File: config.mk
export PLATFORM = sky130hd
export DESIGN_NAME = aliens_mem_ctrl
export DESIGN_NICKNAME = d
export VERILOG_FILES = /design/src/rtl/aliens_pkg.sv /design/src/rtl/aliens_addr_decode.sv /design/src/rtl/aliens_mem_ctrl.sv
export SDC_FILE = /design/constraint.sdc
export NUM_CORES = 1
export LEC_CHECK = 0
export CAP_MARGIN = 10
export CORE_UTILIZATION = 55
export CTS_BUF_LIST = sky130_fd_sc_hd__clkbuf_4
export DETAILED_ROUTE_END_ITERATION = 8
export DONT_BUFFER_PORTS = 1
export PLACE_DENSITY = 0.73
export RECOVER_POWER = 100
export SYNTH_ARGS = -nofsm -noshare
export SYNTH_HDL_FRONTEND = slang
export SYNTH_HIERARCHICAL = 1
export SYNTH_SLANG_ARGS = --single-unit
File: constraint.sdc
create_clock -name clk -period 1.55 [get_ports clk]
set_input_delay 0.155 -clock clk [delete_from_list [all_inputs] [get_ports clk]]
set_output_delay 0.155 -clock clk [all_outputs]
set_load 0.01 [all_outputs]
File: src/rtl/aliens_pkg.sv
// Shared definitions for the Aliens CPU-side memory controller.
// Latency: n/a (types and constants only).
// Backpressure: n/a.
package aliens_pkg;

  // Controller sequencing states
  typedef enum logic [1:0] {
    ST_IDLE     = 2'd0,
    ST_ROM_WAIT = 2'd1,
    ST_HOLD     = 2'd2
  } state_t;

  // CPU address map region bases
  localparam logic [15:0] PAL_BASE     = 16'h0000;
  localparam logic [15:0] WORK_END     = 16'h1FFF;
  localparam logic [15:0] BANKWIN_BASE = 16'h2000;
  localparam logic [15:0] VID_BASE     = 16'h4000;
  localparam logic [15:0] IO_BASE      = 16'h5C00;
  localparam logic [15:0] INIT_BASE    = 16'h7800;
  localparam logic [15:0] PROG_BASE    = 16'h8000;

  // Bankswitch register (setlines) bit positions
  localparam int SL_BANK_LSB = 0;
  localparam int SL_BANK_MSB = 4;
  localparam int SL_WOCO     = 5;
  localparam int SL_INIT     = 6;

  // ROM chip identifiers on the fetch port
  localparam logic ROM_CHIP_PROG = 1'b0;
  localparam logic ROM_CHIP_BANK = 1'b1;

  // Byte returned to the CPU when no valid ROM data is available
  localparam logic [7:0] ROM_DOUT_IDLE = 8'hFF;

  // Cache tag: a fetch is identified by chip plus ROM address
  function automatic logic [18:0] rom_tag(input logic chip, input logic [17:0] addr);
    return {chip, addr};
  endfunction

endpackage

File: src/rtl/aliens_addr_decode.sv
// Combinational CPU address map decode plus ROM fetch address/chip formation.
// Latency: zero cycles (pure combinational).
// Backpressure: none; outputs follow inputs.
module aliens_addr_decode
  import aliens_pkg::*;
(
  input  logic [15:0] addr,
  input  logic [4:0]  bank,
  input  logic        woco,
  input  logic        init,
  output logic        sel_pal,
  output logic        sel_work,
  output logic        sel_bank,
  output logic        sel_prog,
  output logic        sel_vid,
  output logic        sel_io,
  output logic        sel_init,
  output logic [17:0] rom_addr,
  output logic        rom_chip
);

  logic low_page;
  logic bank_win;
  logic prog_fix;

  // Region decode; the lowest 1 KB page is palette or work RAM depending on woco
  always_comb begin
    low_page = (addr[15:10] == PAL_BASE[15:10]);
    bank_win = (addr[15:13] == BANKWIN_BASE[15:13]);
    prog_fix = (addr[15] == PROG_BASE[15]);

    sel_pal  = low_page & woco;
    sel_work = (low_page & ~woco) | ((addr <= WORK_END) & ~low_page);
    // bank[4] redirects the banked window from the bank ROM into the upper half of prog ROM
    sel_bank = bank_win & ~bank[4];
    sel_prog = prog_fix | (bank_win & bank[4]);
    // io sits inside the video window; both selects fire together there
    sel_vid  = (addr[15:14] == VID_BASE[15:14]);
    sel_io   = (addr[15:10] == IO_BASE[15:10]);
    sel_init = init & (addr[15:11] == INIT_BASE[15:11]);
  end

  // ROM fetch address: fixed prog space maps straight, banked window uses bank[3:0] as page
  always_comb begin
    if (prog_fix) begin
      rom_addr = {3'b000, addr[14:0]};
      rom_chip = ROM_CHIP_PROG;
    end else begin
      rom_addr = {bank[4], bank[3:0], addr[12:0]};
      rom_chip = bank[4] ? ROM_CHIP_PROG : ROM_CHIP_BANK;
    end
  end

endmodule

File: src/rtl/aliens_mem_ctrl.sv
// CPU-side memory controller: bankswitch register, registered chip selects, ROM fetch sequencing.
// Latency: selects and rom_req one cycle after AS low; cache hit returns data on that same cycle.
// Backpressure: cpu_wait stalls the CPU until rom_ack or the TIMEOUT-cycle forced release.
module aliens_mem_ctrl
  import aliens_pkg::*;
#(
  parameter int TIMEOUT  = 64,
  parameter bit CACHE_EN = 1'b1
) (
  input  logic        clk,
  input  logic        reset,
  input  logic [15:0] cpu_addr,
  input  logic        cpu_as_n,
  input  logic        cpu_rw,
  input  logic        setlines_we,
  input  logic [7:0]  setlines_d,
  output logic        cs_work,
  output logic        cs_pal,
  output logic        cs_bank,
  output logic        cs_prog,
  output logic        cs_vid,
  output logic        cs_io,
  output logic        cs_init,
  output logic        cpu_wait,
  output logic        rom_req,
  input  logic        rom_ack,
  output logic        rom_chip,
  output logic [17:0] rom_addr,
  input  logic [7:0]  rom_data,
  output logic [7:0]  rom_dout,
  output logic        rom_err
);

  localparam int CW = $clog2(TIMEOUT + 1);

  // Bankswitch register
  logic [4:0] bank_q;
  logic       woco_q;
  logic       init_q;

  // Decode of the live CPU address against the current register
  logic        dec_pal, dec_work, dec_bank, dec_prog, dec_vid, dec_io, dec_init;
  logic [17:0] dec_rom_addr;
  logic        dec_rom_chip;

  // Sequencer
  state_t          state_q, state_nxt;
  logic [CW-1:0]   tmo_cnt_q;
  logic            abort_q;

  // Single-entry read cache
  logic        cache_vld_q;
  logic [18:0] cache_tag_q;
  logic [7:0]  cache_dat_q;

  // Control strobes from the output process
  logic rom_rd;
  logic cache_hit;
  logic tmo_hit;
  logic start_acc;
  logic start_fetch;
  logic take_hit;
  logic take_ack;
  logic take_tmo;
  logic clr_cs;

  // Bit 7 of the setlines byte has no function in this block
  logic unused_sl7;
  assign unused_sl7 = setlines_d[7];

  aliens_addr_decode u_decode (
    .addr     (cpu_addr),
    .bank     (bank_q),
    .woco     (woco_q),
    .init     (init_q),
    .sel_pal  (dec_pal),
    .sel_work (dec_work),
    .sel_bank (dec_bank),
    .sel_prog (dec_prog),
    .sel_vid  (dec_vid),
    .sel_io   (dec_io),
    .sel_init (dec_init),
    .rom_addr (dec_rom_addr),
    .rom_chip (dec_rom_chip)
  );

  // Access classification, cache lookup and timeout terminal count
  always_comb begin
    rom_rd    = cpu_rw & (dec_bank | dec_prog);
    cache_hit = CACHE_EN & cache_vld_q &
                (cache_tag_q == rom_tag(dec_rom_chip, dec_rom_addr));
    tmo_hit   = (tmo_cnt_q == CW'(TIMEOUT - 1));
  end

  // State register
  always_ff @(posedge clk) begin
    if (reset) begin
      state_q <= ST_IDLE;
    end else begin
      state_q <= state_nxt;
    end
  end

  // Next-state logic; a new access is only recognised from IDLE
  always_comb begin
    state_nxt = state_q;
    case (state_q)
      ST_IDLE: begin
        if (!cpu_as_n) begin
          state_nxt = (rom_rd && !cache_hit) ? ST_ROM_WAIT : ST_HOLD;
        end
      end
      ST_ROM_WAIT: begin
        if (rom_ack) begin
          // CPU already left the cycle: skip HOLD and drop the selects at once
          state_nxt = (abort_q || cpu_as_n) ? ST_IDLE : ST_HOLD;
        end else if (tmo_hit) begin
          state_nxt = ST_HOLD;
        end
      end
      ST_HOLD: begin
        if (cpu_as_n) begin
          state_nxt = ST_IDLE;
        end
      end
      default: state_nxt = ST_IDLE;
    endcase
  end

  // Output/control strobes derived from state and inputs
  always_comb begin
    start_acc   = (state_q == ST_IDLE) && !cpu_as_n;
    start_fetch = start_acc && rom_rd && !cache_hit;
    take_hit    = start_acc && rom_rd && cache_hit;
    take_ack    = (state_q == ST_ROM_WAIT) && rom_ack;
    take_tmo    = (state_q == ST_ROM_WAIT) && !rom_ack && tmo_hit;
    clr_cs      = ((state_q == ST_HOLD) && cpu_as_n) ||
                  (take_ack && (abort_q || cpu_as_n));
  end

  // Bankswitch register write, accepted in any state
  always_ff @(posedge clk) begin
    if (reset) begin
      bank_q <= 5'd0;
      woco_q <= 1'b0;
      init_q <= 1'b0;
    end else if (setlines_we) begin
      bank_q <= setlines_d[SL_BANK_MSB:SL_BANK_LSB];
      woco_q <= setlines_d[SL_WOCO];
      init_q <= setlines_d[SL_INIT];
    end
  end

  // Chip selects and latched fetch address; cs_init tracks the live address every cycle
  always_ff @(posedge clk) begin
    if (reset) begin
      cs_pal   <= 1'b0;
      cs_work  <= 1'b0;
      cs_bank  <= 1'b0;
      cs_prog  <= 1'b0;
      cs_vid   <= 1'b0;
      cs_io    <= 1'b0;
      cs_init  <= 1'b0;
      rom_addr <= 18'd0;
      rom_chip <= ROM_CHIP_PROG;
    end else begin
      cs_init <= dec_init;
      if (start_acc) begin
        cs_pal   <= dec_pal;
        cs_work  <= dec_work;
        cs_bank  <= dec_bank;
        cs_prog  <= dec_prog;
        cs_vid   <= dec_vid;
        cs_io    <= dec_io;
        // Latched here so a later bankswitch write cannot disturb an in-flight fetch
        rom_addr <= dec_rom_addr;
        rom_chip <= dec_rom_chip;
      end else if (clr_cs) begin
        cs_pal  <= 1'b0;
        cs_work <= 1'b0;
        cs_bank <= 1'b0;
        cs_prog <= 1'b0;
        cs_vid  <= 1'b0;
        cs_io   <= 1'b0;
      end
    end
  end

  // Fetch handshake, CPU stall, returned byte and timeout error pulse
  always_ff @(posedge clk) begin
    if (reset) begin
      rom_req  <= 1'b0;
      cpu_wait <= 1'b0;
      rom_dout <= ROM_DOUT_IDLE;
      rom_err  <= 1'b0;
    end else begin
      rom_err <= take_tmo;
      if (start_fetch) begin
        rom_req  <= 1'b1;
        cpu_wait <= 1'b1;
      end
      if (take_hit) begin
        rom_dout <= cache_dat_q;
      end
      if (take_ack) begin
        rom_req  <= 1'b0;
        cpu_wait <= 1'b0;
        rom_dout <= rom_data;
      end else if (take_tmo) begin
        rom_req  <= 1'b0;
        cpu_wait <= 1'b0;
        rom_dout <= ROM_DOUT_IDLE;
      end
    end
  end

  // Timeout counter restarts at zero on every entry to ROM_WAIT
  always_ff @(posedge clk) begin
    if (reset || (state_q != ST_ROM_WAIT)) begin
      tmo_cnt_q <= '0;
    end else if (!tmo_hit) begin
      tmo_cnt_q <= tmo_cnt_q + CW'(1);
    end
  end

  // Remember that AS went high mid-fetch so the ack returns straight to IDLE
  always_ff @(posedge clk) begin
    if (reset || start_fetch) begin
      abort_q <= 1'b0;
    end else if ((state_q == ST_ROM_WAIT) && cpu_as_n) begin
      abort_q <= 1'b1;
    end
  end

  // Cache fill on a completed handshake only; timeouts leave it untouched
  always_ff @(posedge clk) begin
    if (reset) begin
      cache_vld_q <= 1'b0;
      cache_tag_q <= 19'd0;
      cache_dat_q <= 8'd0;
    end else if (take_ack && CACHE_EN) begin
      cache_vld_q <= 1'b1;
      cache_tag_q <= rom_tag(rom_chip, rom_addr);
      cache_dat_q <= rom_data;
    end
  end

endmodule

==> results of run 1 <==
-- sequential cells by signal (all words and copies together) (netlist names) --
signal       count
cache_tag_q     19
rom_addr        18
cache_dat_q      8
rom_dout         8
tmo_cnt_q        7
bank_q           5
state_q          2
abort_q          1
cache_vld_q      1
cs_bank          1
cs_init          1
cs_io            1
cs_pal           1
cs_prog          1
cs_vid           1
cs_work          1
init_q           1
rom_chip         1
rom_err          1
rom_req          1
woco_q           1
-- logic make-up (layout without fill, tap and decap cells) --
| kind of cell | after synthesis | count (layout) | synth area share (%) |
|---|---|---|---|
| muxes | 18 | 18 | 5.201 |
| DFF | 81 | 81 | 46.17 |
| xor gates and xnor gates | 22 | 22 | 5.486 |
| AOI/OAI and AO/OA | 83 | 83 | 14.96 |
| adders and majority gates | 1 | 1 | 0.3562 |
| buffers and inverters | 38 | 79 | 6.199 |
| and+or+nand+nor | 161 | 161 | 21.63 |
-- metrics by stage --
| stage | power (W) | instances | hold WS [ps] |
|---|---|---|---|
| after floorplan | 0.002564 | 404 | 234.3 |
| after global routing | 0.004218 | 520 | 3.448 |
| after global placement | 0.002584 | 462 | 227.8 |
| final | 0.004059 | 520 | -4.203 |
| after CTS | 0.004068 | 519 | -11.87 |
| after detailed placement | 0.002594 | 462 | 233.0 |
-- layout make-up --
type | instances | area (um2) | area share [%]
multi-input cells | 285 | 1697 | 40.88
flip-flops and latches | 81 | 1622 | 39.07
repair buffers | 60 | 574.3 | 13.84
well taps | 75 | 93.84 | 2.261
clock inverters | 7 | 85.08 | 2.050
clock buffers | 9 | 67.56 | 1.628
inverters | 3 | 11.26 | 0.2713
-- per-layer routing --
layer | wire [um] | share of wire (%) | track usage (%) | vias to the layer above
li1 | - | - | - | 1422
met1 | 3590 | 44 | 31.55 | 1378
met2 | 3836 | 47 | 41.90 | 95
met3 | 534 | 6.6 | 6.444 | 16
met4 | 189 | 2.3 | 12.63 | 0
met5 | 0 | 0 | 0 | -
-- layout by cell type (no fill, tap or decap), drive strengths merged, types with 2 or more instances in the layout --
master / synthesis / final
mux2i: 16 / 16
nand4: 5 / 5
nand3: 2 / 2
nor2: 36 / 36
nor3: 3 / 3
clkinv: 0 / 4
nor2b: 2 / 2
xor2: 6 / 6
o22ai: 8 / 8
mux2: 2 / 2
a31oi: 2 / 2
and2b: 4 / 4
clkbuf: 10 / 14
bufinv: 0 / 2
xnor2: 16 / 16
o21ai: 5 / 5
a211oi: 2 / 2
a41oi: 2 / 2
and3: 3 / 3
dfxtp: 81 / 81
a22oi: 6 / 6
buf: 25 / 15
dlygate4sd3: 0 / 40
nand2: 96 / 96
inv: 3 / 3
nor4: 2 / 2
a21oi: 51 / 51
nor3b: 2 / 2
nor4b: 2 / 2
-- power breakdown --
group          switching [W]  internal [W]  leakage (nW)  total [W]
Sequential         0.0000787       0.00215         0.658    0.00223
Clock               0.000738      0.000638        0.0808    0.00138
Combinational       0.000227      0.000229         0.815   0.000456
Total                0.00104       0.00302          1.55    0.00406
-- repair_timing --
action,4_1_cts,5_1_grt
gates resized for setup,3,4
hold buffers,41,0
setup buffers,0,1
cloned,0,0
endpoints found under the hold margin,74,0
pin swaps,3,0
endpoints found under the setup margin,12,17
-- worst max-delay path by stage --
stage                       startpoint           to  cells after the start  slack [ps]
after detailed placement     bank_q[4]  rom_dout[6]                      6        -160
after CTS                    bank_q[1]  rom_dout[6]                      6        -140
after floorplan           tmo_cnt_q[0]  rom_dout[0]                      5           7
after global placement       bank_q[1]  rom_dout[6]                      6         -70
final                        bank_q[0]  rom_dout[6]                      6        -130
after global routing         bank_q[3]   state_q[0]                      6        -210
-- critical path, cell delays in order (launching register included) --
cell,delay (ps)
dfxtp_1,340
mux2_4,290
xnor2_2,130
nand4_1,140
nor2_2,70
a41oi_4,390
mux2i_1,240
==> flow_metrics.py, run 1 <==
metrics = {
    "floorplan": {
        "die_w_um": 81.91,
        "start_util_pct": 58.28,
        "die_h_um": 81.91,
        "io_pins": 75,
        "num_rows": 28,
        "core_area_um2": 6026,
        "dieArea_um2": 6709,
    },
    "layout": {
        "fill_cells": 502,
        "antenna_cells": 0,
        "drive_gt1_share_pct": 12.58,
        "area_delta_synth_final_pct": 18.17,
        "fin_area_um2": 4150,
        "fin_nets": 479,
        "utilization_pct": 68.87,
    },
    "sta": {
        "worst_slew_pin_slew_ps": 456.8,
        "post-route-period-util_pct": 108.3,
        "fin_crit_ps": 1679,
        "holdWs_ps": -4.203,
        "relSlewSlack_pct": 69.45,
        "rsz0062_at_grt": "yes",
        "layout_setup_ws_ps": -129.3,
        "setup_viol": 12,
        "setup_tns_ps": -1123,
        "slew_violations": 0,
        "fmaxAchievable_mhz": 595.5,
        "hold_violations": 2,
        "skew_ps": 13.21,
    },
    "logic_synthesis": {
        "synth_edf_count": 0,
        "syn_nets": 443,
        "ys_seq_elements": 81,
        "yosysSeqAreaShare_pct": 46.17,
        "yosysMostFrequentCell": "nand2_1",
        "synthDistinctLibCells": 47,
        "synth_cells": 404,
        "synth_common_cells": "nand2_1 (96), dfxtp_1 (81), a21oi_1 (51)",
        "yosys-top-cells-area": "dfxtp_1 (46%), nand2_1 (10%), a21oi_1 (7.3%)",
        "yosys.area.top_type_share_pct": 46.17,
        "ys.flop_type": "dfxtp_1",
        "synth_area_um2": 3512,
        "yosys_warnings": 6,
        "synth_top_area_cell": "dfxtp_1",
        "ys_async_sr_fraction_pct": 0,
        "avgSynthCellArea_um2": 8.693,
    },
    "placement": {
        "gp_congestion": 0.7807,
        "post-place-ws_ps": -156.4,
        "placed_cell_area_um2": 3562,
        "portBuffers": 0,
        "place_hpwl_mm": 5.078,
    },
    "hold_path": {
        "min_from": "cpu_addr[15]",
        "hold_class": "in2reg",
        "hold_depth": 3,
        "hold_end": "cs_pal",
    },
    "worst_setup_path": {
        "critPathMaxFanout": 8,
        "crit_path_start_kind": "register",
        "crit_type": "reg2reg",
        "required_ps": 1920,
        "cp.arrival_ps": 2040,
        "regToRegSetupSlack_ps": -130,
        "end_kind": "register",
        "reg2reg_depth": 6,
        "r2r_end": "rom_dout[6]",
        "r2r_start": "bank_q[0]",
    },
    "clock_tree": {
        "cts_buffers": 9,
        "clk_path_buf_depth": 2,
        "cts_root_buffer": "clkbuf_4",
        "cts.htree.levels": 3,
        "clk_pin_slew_ps": 130,
        "clk_latency_ps": 430,
        "cts_tree": "built",
        "clkSinkCount": 81,
    },
    "route": {
        "drt_iter0_markers": 166,
        "drt-vias-per-instance": 5.598,
        "drcViolationCount": 0,
        "finalWirelength_mm": 8.150,
        "first_pass_iters": 4,
        "wire_per_inst_um": 15.67,
        "vias": 2911,
        "ant_nets": 0,
    },
    "global_route": {
        "grt_pass1_vias": 2795,
        "grt_start_max_net_pins": 72,
        "grt-ovfl-total": 0,
        "track_usage_pct": 25.76,
        "antenna_found_initial": 0,
        "grt_pass1_wl_mm": 12.92,
    },
    "status": {
        "status": "complete, but fails checks",
        "violations": "negative hold slack, negative setup slack",
    },
    "power": {
        "vdd_drop_max_mv": 0.5690,
        "powerDensity_nw_per_um2": 978.0,
        "p_leak_nw": 1.554,
    },
    "job": {
        "cap_violations": 0,
    },
}
Note: power is estimated with default switching activity, not from simulation.
==> run 2: changes to the inputs <==
--- a/config.mk
+++ b/config.mk
@@ -10,6 +10,7 @@
 export CTS_BUF_LIST = sky130_fd_sc_hd__clkbuf_4
 export DETAILED_ROUTE_END_ITERATION = 8
 export DONT_BUFFER_PORTS = 1
+export MAX_ROUTING_LAYER = met4
 export PLACE_DENSITY = 0.73
 export RECOVER_POWER = 100
 export SYNTH_ARGS = -nofsm -noshare
==> run 2 against run 1 <==
The flow finishes with violations (negative setup slack). Clock skew shrank 1.8 ps. Register-to-register slack about the same. First-iteration DRC count fell by 11%. Design area unchanged. Critical endpoint unchanged. Largest power group unchanged.
==> flow_metrics.py, run 2 (synthesis results as in run 1) <==
metrics = {
    "status": {
        "status": "complete, but fails checks",
        "violations": "negative setup slack",
    },
    "floorplan": {
        "start_util_pct": 58.28,
        "io_pins": 75,
        "die_h_um": 81.91,
        "core_area_um2": 6026,
        "die_w_um": 81.91,
        "dieArea_um2": 6709,
        "num_rows": 28,
    },
    "clock_tree": {
        "clk_pin_slew_ps": 130,
        "clk_path_buf_depth": 2,
        "cts_tree": "built",
        "clkSinkCount": 81,
        "cts_root_buffer": "clkbuf_4",
        "cts_buffers": 9,
        "cts.htree.levels": 3,
        "clk_latency_ps": 420,
    },
    "global_route": {
        "grtUsageMet2_pct": 42.31,
        "antenna_found_initial": 0,
        "grt_pass1_vias": 2801,
        "grt-ovfl-total": 0,
        "grt_use_met3_pct": 5.667,
        "grt_pass1_wl_mm": 12.89,
        "grt_busiest_layer": "met2",
        "grt_start_max_net_pins": 72,
        "met1_usage_pct": 31.55,
        "track_usage_pct": 26.46,
    },
    "placement": {
        "place_hpwl_mm": 5.078,
        "gp_congestion": 0.7915,
        "portBuffers": 0,
        "placed_cells": 462,
        "placed_cell_area_um2": 3562,
    },
    "worst_setup_path": {
        "required_ps": 1900,
        "path_cells": "mux2_4 > xnor2_2 > nand4_1 > nor2_2 > a41oi_4 > mux2i_1",
        "critical_path_depth": 6,
        "critical_path.slowest_cell": "a41oi_4",
        "crit_path_start_kind": "register",
        "end_kind": "register",
        "crit_type": "reg2reg",
        "critPathMaxFanout": 8,
        "cp_top_family": "multiplexers",
        "regToRegSetupSlack_ps": -130,
        "crit_start": "bank_q[0]",
        "r2r_start": "bank_q[0]",
        "r2r_end": "rom_dout[6]",
        "cp_slowest_stage_delay_ps": 390,
        "cp.arrival_ps": 2030,
        "crit_end": "rom_dout[6]",
        "reg2reg_depth": 6,
        "path_buf_inv": 0,
    },
    "route": {
        "drcViolationCount": 0,
        "ant_nets": 0,
        "finalWirelength_mm": 8.143,
        "vias": 2897,
        "first_pass_iters": 5,
        "wire_per_inst_um": 15.66,
        "drt_iter0_markers": 148,
        "drt-vias-per-instance": 5.571,
    },
    "power": {
        "netSwitchingFraction_pct": 25.58,
        "powerDensity_nw_per_um2": 976.5,
        "p_leak_nw": 1.554,
        "p_clk_share_pct": 33.8,
        "p_seq_share_pct": 55.0,
        "switchingPower_w": 0.001037,
        "power.internal_w": 0.003016,
        "combPwrFrac_pct": 11.2,
        "vdd_drop_max_mv": 0.5723,
    },
    "sta": {
        "layout_setup_ws_ps": -128.0,
        "setup_viol": 12,
        "setup_tns_ps": -1127,
        "skew_ps": 11.44,
        "holdWs_ps": 8.324,
        "relSlewSlack_pct": 69.39,
        "fmaxAchievable_mhz": 596.0,
        "hold_violations": 0,
        "fin_crit_ps": 1678,
        "post-route-period-util_pct": 108.3,
        "rsz0062_at_grt": "yes",
        "slew_violations": 0,
        "worst_slew_pin_slew_ps": 457.6,
    },
    "layout": {
        "area_delta_synth_final_pct": 18.17,
        "fill_cells": 502,
        "regArea_um2": 1622,
        "top_register": "cache_tag_q",
        "fin_nets": 479,
        "fin_area_um2": 4150,
        "largest_reg_flops": 19,
        "reg.largest.list": "cache_tag_q (19), rom_addr (18)",
        "final_cell_mix": "nand2_1 (96), dfxtp_1 (81), a21oi_1 (51)",
        "layout_commonest_cell": "nand2_1",
        "fin_cells": 520,
        "utilization_pct": 68.87,
        "antenna_cells": 0,
        "multi_input_area_um2": 1697,
        "drive_gt1_share_pct": 12.58,
    },
    "job": {
        "cap_violations": 0,
    },
    "hold_path": {
        "hold_class": "in2reg",
    },
}
-- run 2: cell counts in the layout (fill, tap and decap cells not counted) --
Identical to the previous run, type by type.
-- run 2: repair_timing --
action,4_1_cts,5_1_grt
buffers inserted,0,1
resized for setup,3,4
hold endpoints to repair,74,0
hold buffers,41,0
endpoints found under the setup margin,12,17
pin swaps,3,0
-- run 2: worst min-delay path by stage --
stage                           to          from  slack [ps]  cells after the start
detailed placement  cache_dat_q[3]         reset         230                      1
global route                cs_pal  cpu_addr[15]           4                      3
global placement    cache_dat_q[4]         reset         230                      1
CTS                         cs_pal  cpu_addr[15]         -10                      3
floorplan                  rom_err       rom_ack         230                      1
finish                     cs_work  cpu_addr[15]           8                      3
-- run 2: final cells by class --
class,instances,share of cell area [%]
clock buffers,9,1.628
clock inverters,7,2.050
inverters,3,0.2713
multi-input cells,285,40.88
flip-flops and latches,81,39.07
well taps,75,2.261
repair buffers,60,13.84
-- run 2: per-stage QoR --
step                      worst slack, ps  power (W)
after floorplan                     6.962   0.002564
after global placement             -67.73   0.002584
after detailed placement           -156.4   0.002594
after CTS                          -138.3   0.004068
after global routing               -214.5   0.004217
final                              -128.0   0.004053
-- run 2: worst min-delay path: stages --
cell and delay [ps]:
nor4_1 30, a22oi_1 160, nor2_1 50
-- run 2: power by group through the flow --
stage	sequential [W]	combinational [W]	clock [W]
after CTS	0.00223	0.000455	0.00139
after floorplan	0.00225	0.000314	0
after global routing	0.00224	0.000494	0.00148
after global placement	0.00227	0.000313	0
after detailed placement	0.00227	0.000320	0
final	0.00223	0.000455	0.00137
-- run 2: routing by layer --
| layer | wire [um] | part of all wire [%] |
|---|---|---|
| met5 | 0 | 0 |
| met4 | 176 | 2.2 |
| met3 | 468 | 5.7 |
| met2 | 3870 | 48 |
| met1 | 3628 | 45 |
==> run 3: changes to the inputs <==
--- a/config.mk
+++ b/config.mk
@@ -5,6 +5,7 @@
 export SDC_FILE = /design/constraint.sdc
 export NUM_CORES = 1
 export LEC_CHECK = 0
+export ABC_AREA = 1
 export CAP_MARGIN = 10
 export CORE_UTILIZATION = 55
 export CTS_BUF_LIST = sky130_fd_sc_hd__clkbuf_4
==> run 3 against run 2 <==
The run ends with design-rule violations, negative setup slack left. Critical path depth grew 5. Clock power barely moved. Critical endpoint is now rom_dout[0]. Fmax increased by 4.7%. Flip-flop and latch count stayed put.
==> flow_metrics.py, run 3 <==
metrics = {
    "status": {
        "status": "complete, but fails checks",
        "violations": "design-rule violations, negative setup slack",
    },
    "worst_setup_path": {
        "path_buf_inv": 1,
        "cp_top_family": "simple AND/OR/NAND/NOR gates",
        "required_ps": 1860,
        "crit_type": "reg2reg",
        "path_cells": "nand2_2 > o21ai_2 > inv_1 > nand2_1 > nand2_1 > nor2_1 > nand2_1 > nor2_4 > nand4_4 > nand3_1 > nand3_1",
        "critPathMaxFanout": 5,
        "cp_slowest_stage_delay_ps": 360,
        "crit_top_cell": "nand2_1",
        "crit_path_start_kind": "register",
        "critical_path.slowest_cell": "dfxtp_2",
        "end_kind": "register",
        "cp.arrival_ps": 1910,
    },
    "power": {
        "p_seq_share_pct": 53.9,
        "combPwrFrac_pct": 13.9,
        "powerDensity_nw_per_um2": 907.4,
        "p_clk_share_pct": 32.2,
        "vdd_drop_max_mv": 0.6597,
        "p_leak_nw": 2.095,
        "finalPower_w": 0.004246,
        "netSwitchingFraction_pct": 26.65,
        "switchingPower_w": 0.001132,
        "power.internal_w": 0.003115,
    },
    "hold_path": {
        "hold_class": "in2reg",
    },
    "floorplan": {
        "io_pins": 75,
        "core_area_um2": 6495,
        "die_w_um": 84.79,
        "start_util_pct": 58.04,
        "die_h_um": 84.79,
        "dieArea_um2": 7189,
        "num_rows": 29,
    },
    "placement": {
        "place_hpwl_mm": 6.095,
        "placed_cells": 610,
        "gp_congestion": 0.8421,
        "portBuffers": 0,
    },
    "layout": {
        "drive_gt1_share_pct": 17.38,
        "reg.largest.list": "cache_tag_q (19), rom_addr (18)",
        "top_register": "cache_tag_q",
        "fin_cells": 687,
        "antenna_cells": 0,
        "layout_commonest_cell": "nand2_1",
        "final_cell_mix": "nand2_1 (127), dfxtp_1 (75), inv_1 (59)",
        "utilization_pct": 72.05,
        "largest_reg_flops": 19,
        "area_delta_synth_final_pct": 24.13,
        "fin_nets": 645,
    },
    "route": {
        "drt-vias-per-instance": 5.330,
        "drt_iter0_markers": 173,
        "first_pass_iters": 6,
        "wire_per_inst_um": 14.24,
        "drcViolationCount": 4,
        "vias": 3662,
        "finalWirelength_mm": 9.781,
        "ant_nets": 0,
    },
    "logic_synthesis": {
        "synth_edf_count": 0,
        "avgSynthCellArea_um2": 6.867,
        "yosys.area.top_type_share_pct": 43.01,
        "ys.flop_type": "dfxtp_1",
        "synth_cells": 549,
        "synthDistinctLibCells": 30,
        "synth_common_cells": "nand2_1 (135), dfxtp_1 (81), nor2_1 (62)",
        "yosys-top-cells-area": "dfxtp_1 (43%), nand2_1 (13%), a21oi_1 (6.9%)",
        "yosysSeqAreaShare_pct": 43.01,
        "yosysMostFrequentCell": "nand2_1",
        "ys_seq_elements": 81,
        "syn_nets": 588,
        "synth_top_area_cell": "dfxtp_1",
        "ys_async_sr_fraction_pct": 0,
        "synth_area_um2": 3770,
        "yosys_warnings": 6,
    },
    "sta": {
        "layout_setup_ws_ps": -53.25,
        "fmaxAchievable_mhz": 623.7,
        "relSlewSlack_pct": 55.95,
        "rsz0062_at_grt": "yes",
        "worst_slew_pin_slew_ps": 658.5,
        "fin_crit_ps": 1603,
        "post-route-period-util_pct": 103.4,
        "setup_viol": 9,
        "skew_ps": 11.57,
        "hold_violations": 0,
        "slew_violations": 0,
    },
    "clock_tree": {
        "cts_root_buffer": "clkbuf_4",
        "clk_pin_slew_ps": 120,
        "cts_tree": "built",
        "cts_buffers": 9,
        "clkSinkCount": 81,
        "clk_path_buf_depth": 2,
        "clk_latency_ps": 420,
        "cts.htree.levels": 3,
    },
    "global_route": {
        "antenna_found_initial": 0,
        "grt_pass1_wl_mm": 15.79,
        "grtUsageMet2_pct": 46.78,
        "grt_pass1_vias": 3568,
        "grt_start_max_net_pins": 28,
        "grt-ovfl-total": 0,
        "grt_busiest_layer": "met2",
        "met1_usage_pct": 34.22,
        "track_usage_pct": 29.09,
        "grt_use_met3_pct": 6.490,
    },
    "job": {
        "cap_violations": 0,
    },
}
[run 3: changes by cell type in the layout (fill, tap and decap cells not counted), moves of 15 or more]
cell,before,now
inv_1,3,59
mux2i_1,16,1
nand2_1,96,127
nand3_1,2,19
nor2_1,32,57
o21ai_0,3,33
o21ai_1,0,20
[run 3: cell families (layout without fill, tap and decap cells)]
kind of cell | count (synthesis) | count (layout) | synth area share (%)
AND/OR/NAND/NOR | 249 | 250 | 28.01
AO/OA/AOI/OAI | 111 | 111 | 15.20
buffers and inverters | 103 | 163 | 12.48
flip-flops | 81 | 81 | 43.01
XOR/XNOR | 3 | 3 | 0.6971
adder cells (fa/ha/maj) | 1 | 1 | 0.3318
multiplexers | 1 | 1 | 0.2655
[run 3: timing repair]
action,CTS,global route
endpoints found under the hold margin,55,2
buffers inserted,8,5
pin swaps,7,11
endpoints found under the setup margin,8,28
cloned,1,0
resized for setup,13,35
hold buffers,48,1
[run 3: per-layer routing]
metal	up-vias	share of wire (%)	wire length [um]
met2	110	47	4624
met4	0	2.8	277
li1	1852	-	-
met3	25	6.1	597
met1	1675	44	4282
met5	-	0	0
[run 3: cell type report]
cell class | instances | area, um2
Inverter | 72 | 270.3
Timing Repair Buffer | 76 | 710.7
Multi-Input combinational cell | 366 | 1822
Fill cell | 532 | 1815
Sequential cell | 81 | 1629
Clock inverter | 4 | 68.82
Tap cell | 77 | 96.34
Clock buffer | 11 | 82.58
[run 3: path summary, 6_finish.rpt]
| kind | startpoint | endpoint | cells past startpoint | slack, ps |
|---|---|---|---|---|
| worst max-delay path | bank_q[0] | rom_dout[0] | 11 | -50 |
| worst min-delay path | cpu_addr[13] | cs_bank | 4 | 30 |
| worst max register to register | bank_q[0] | rom_dout[0] | 11 | -50 |
| worst min register to register | cache_tag_q[5] | cache_tag_q[5] | 2 | 470 |
[run 3: power groups by stage]
stage               Combinational (W)  Sequential (W)  Clock, W
global route                 0.000661         0.00230   0.00147
detailed placement           0.000418         0.00233         0
global placement             0.000406         0.00233         0
floorplan                    0.000365         0.00231         0
CTS                          0.000558         0.00229   0.00138
finish                       0.000592         0.00229   0.00137
[run 3: worst reg2reg max path: stages, from the launching register on]
cell and delay [ps]:
dfxtp_2 360, nand2_2 60, o21ai_2 80, inv_1 80, nand2_1 80, nand2_1 60
nor2_1 110, nand2_1 110, nor2_4 160, nand4_4 190, nand3_1 140, nand3_1 80
[run 3: through the flow]
stage          TNS, ps  hold WS [ps]  setup WS [ps]  cell area, um2
3_3_place_gp    -164.4         228.1         -22.71            3804
3_5_place_dp    -494.9         228.3         -67.76            3804
6_report        -381.8         30.54         -53.25            4679
5_1_grt          -1829         23.60         -146.6            4679
2_1_floorplan        0         289.9          102.4            3770
4_1_cts         -201.3         9.275         -33.53            4542
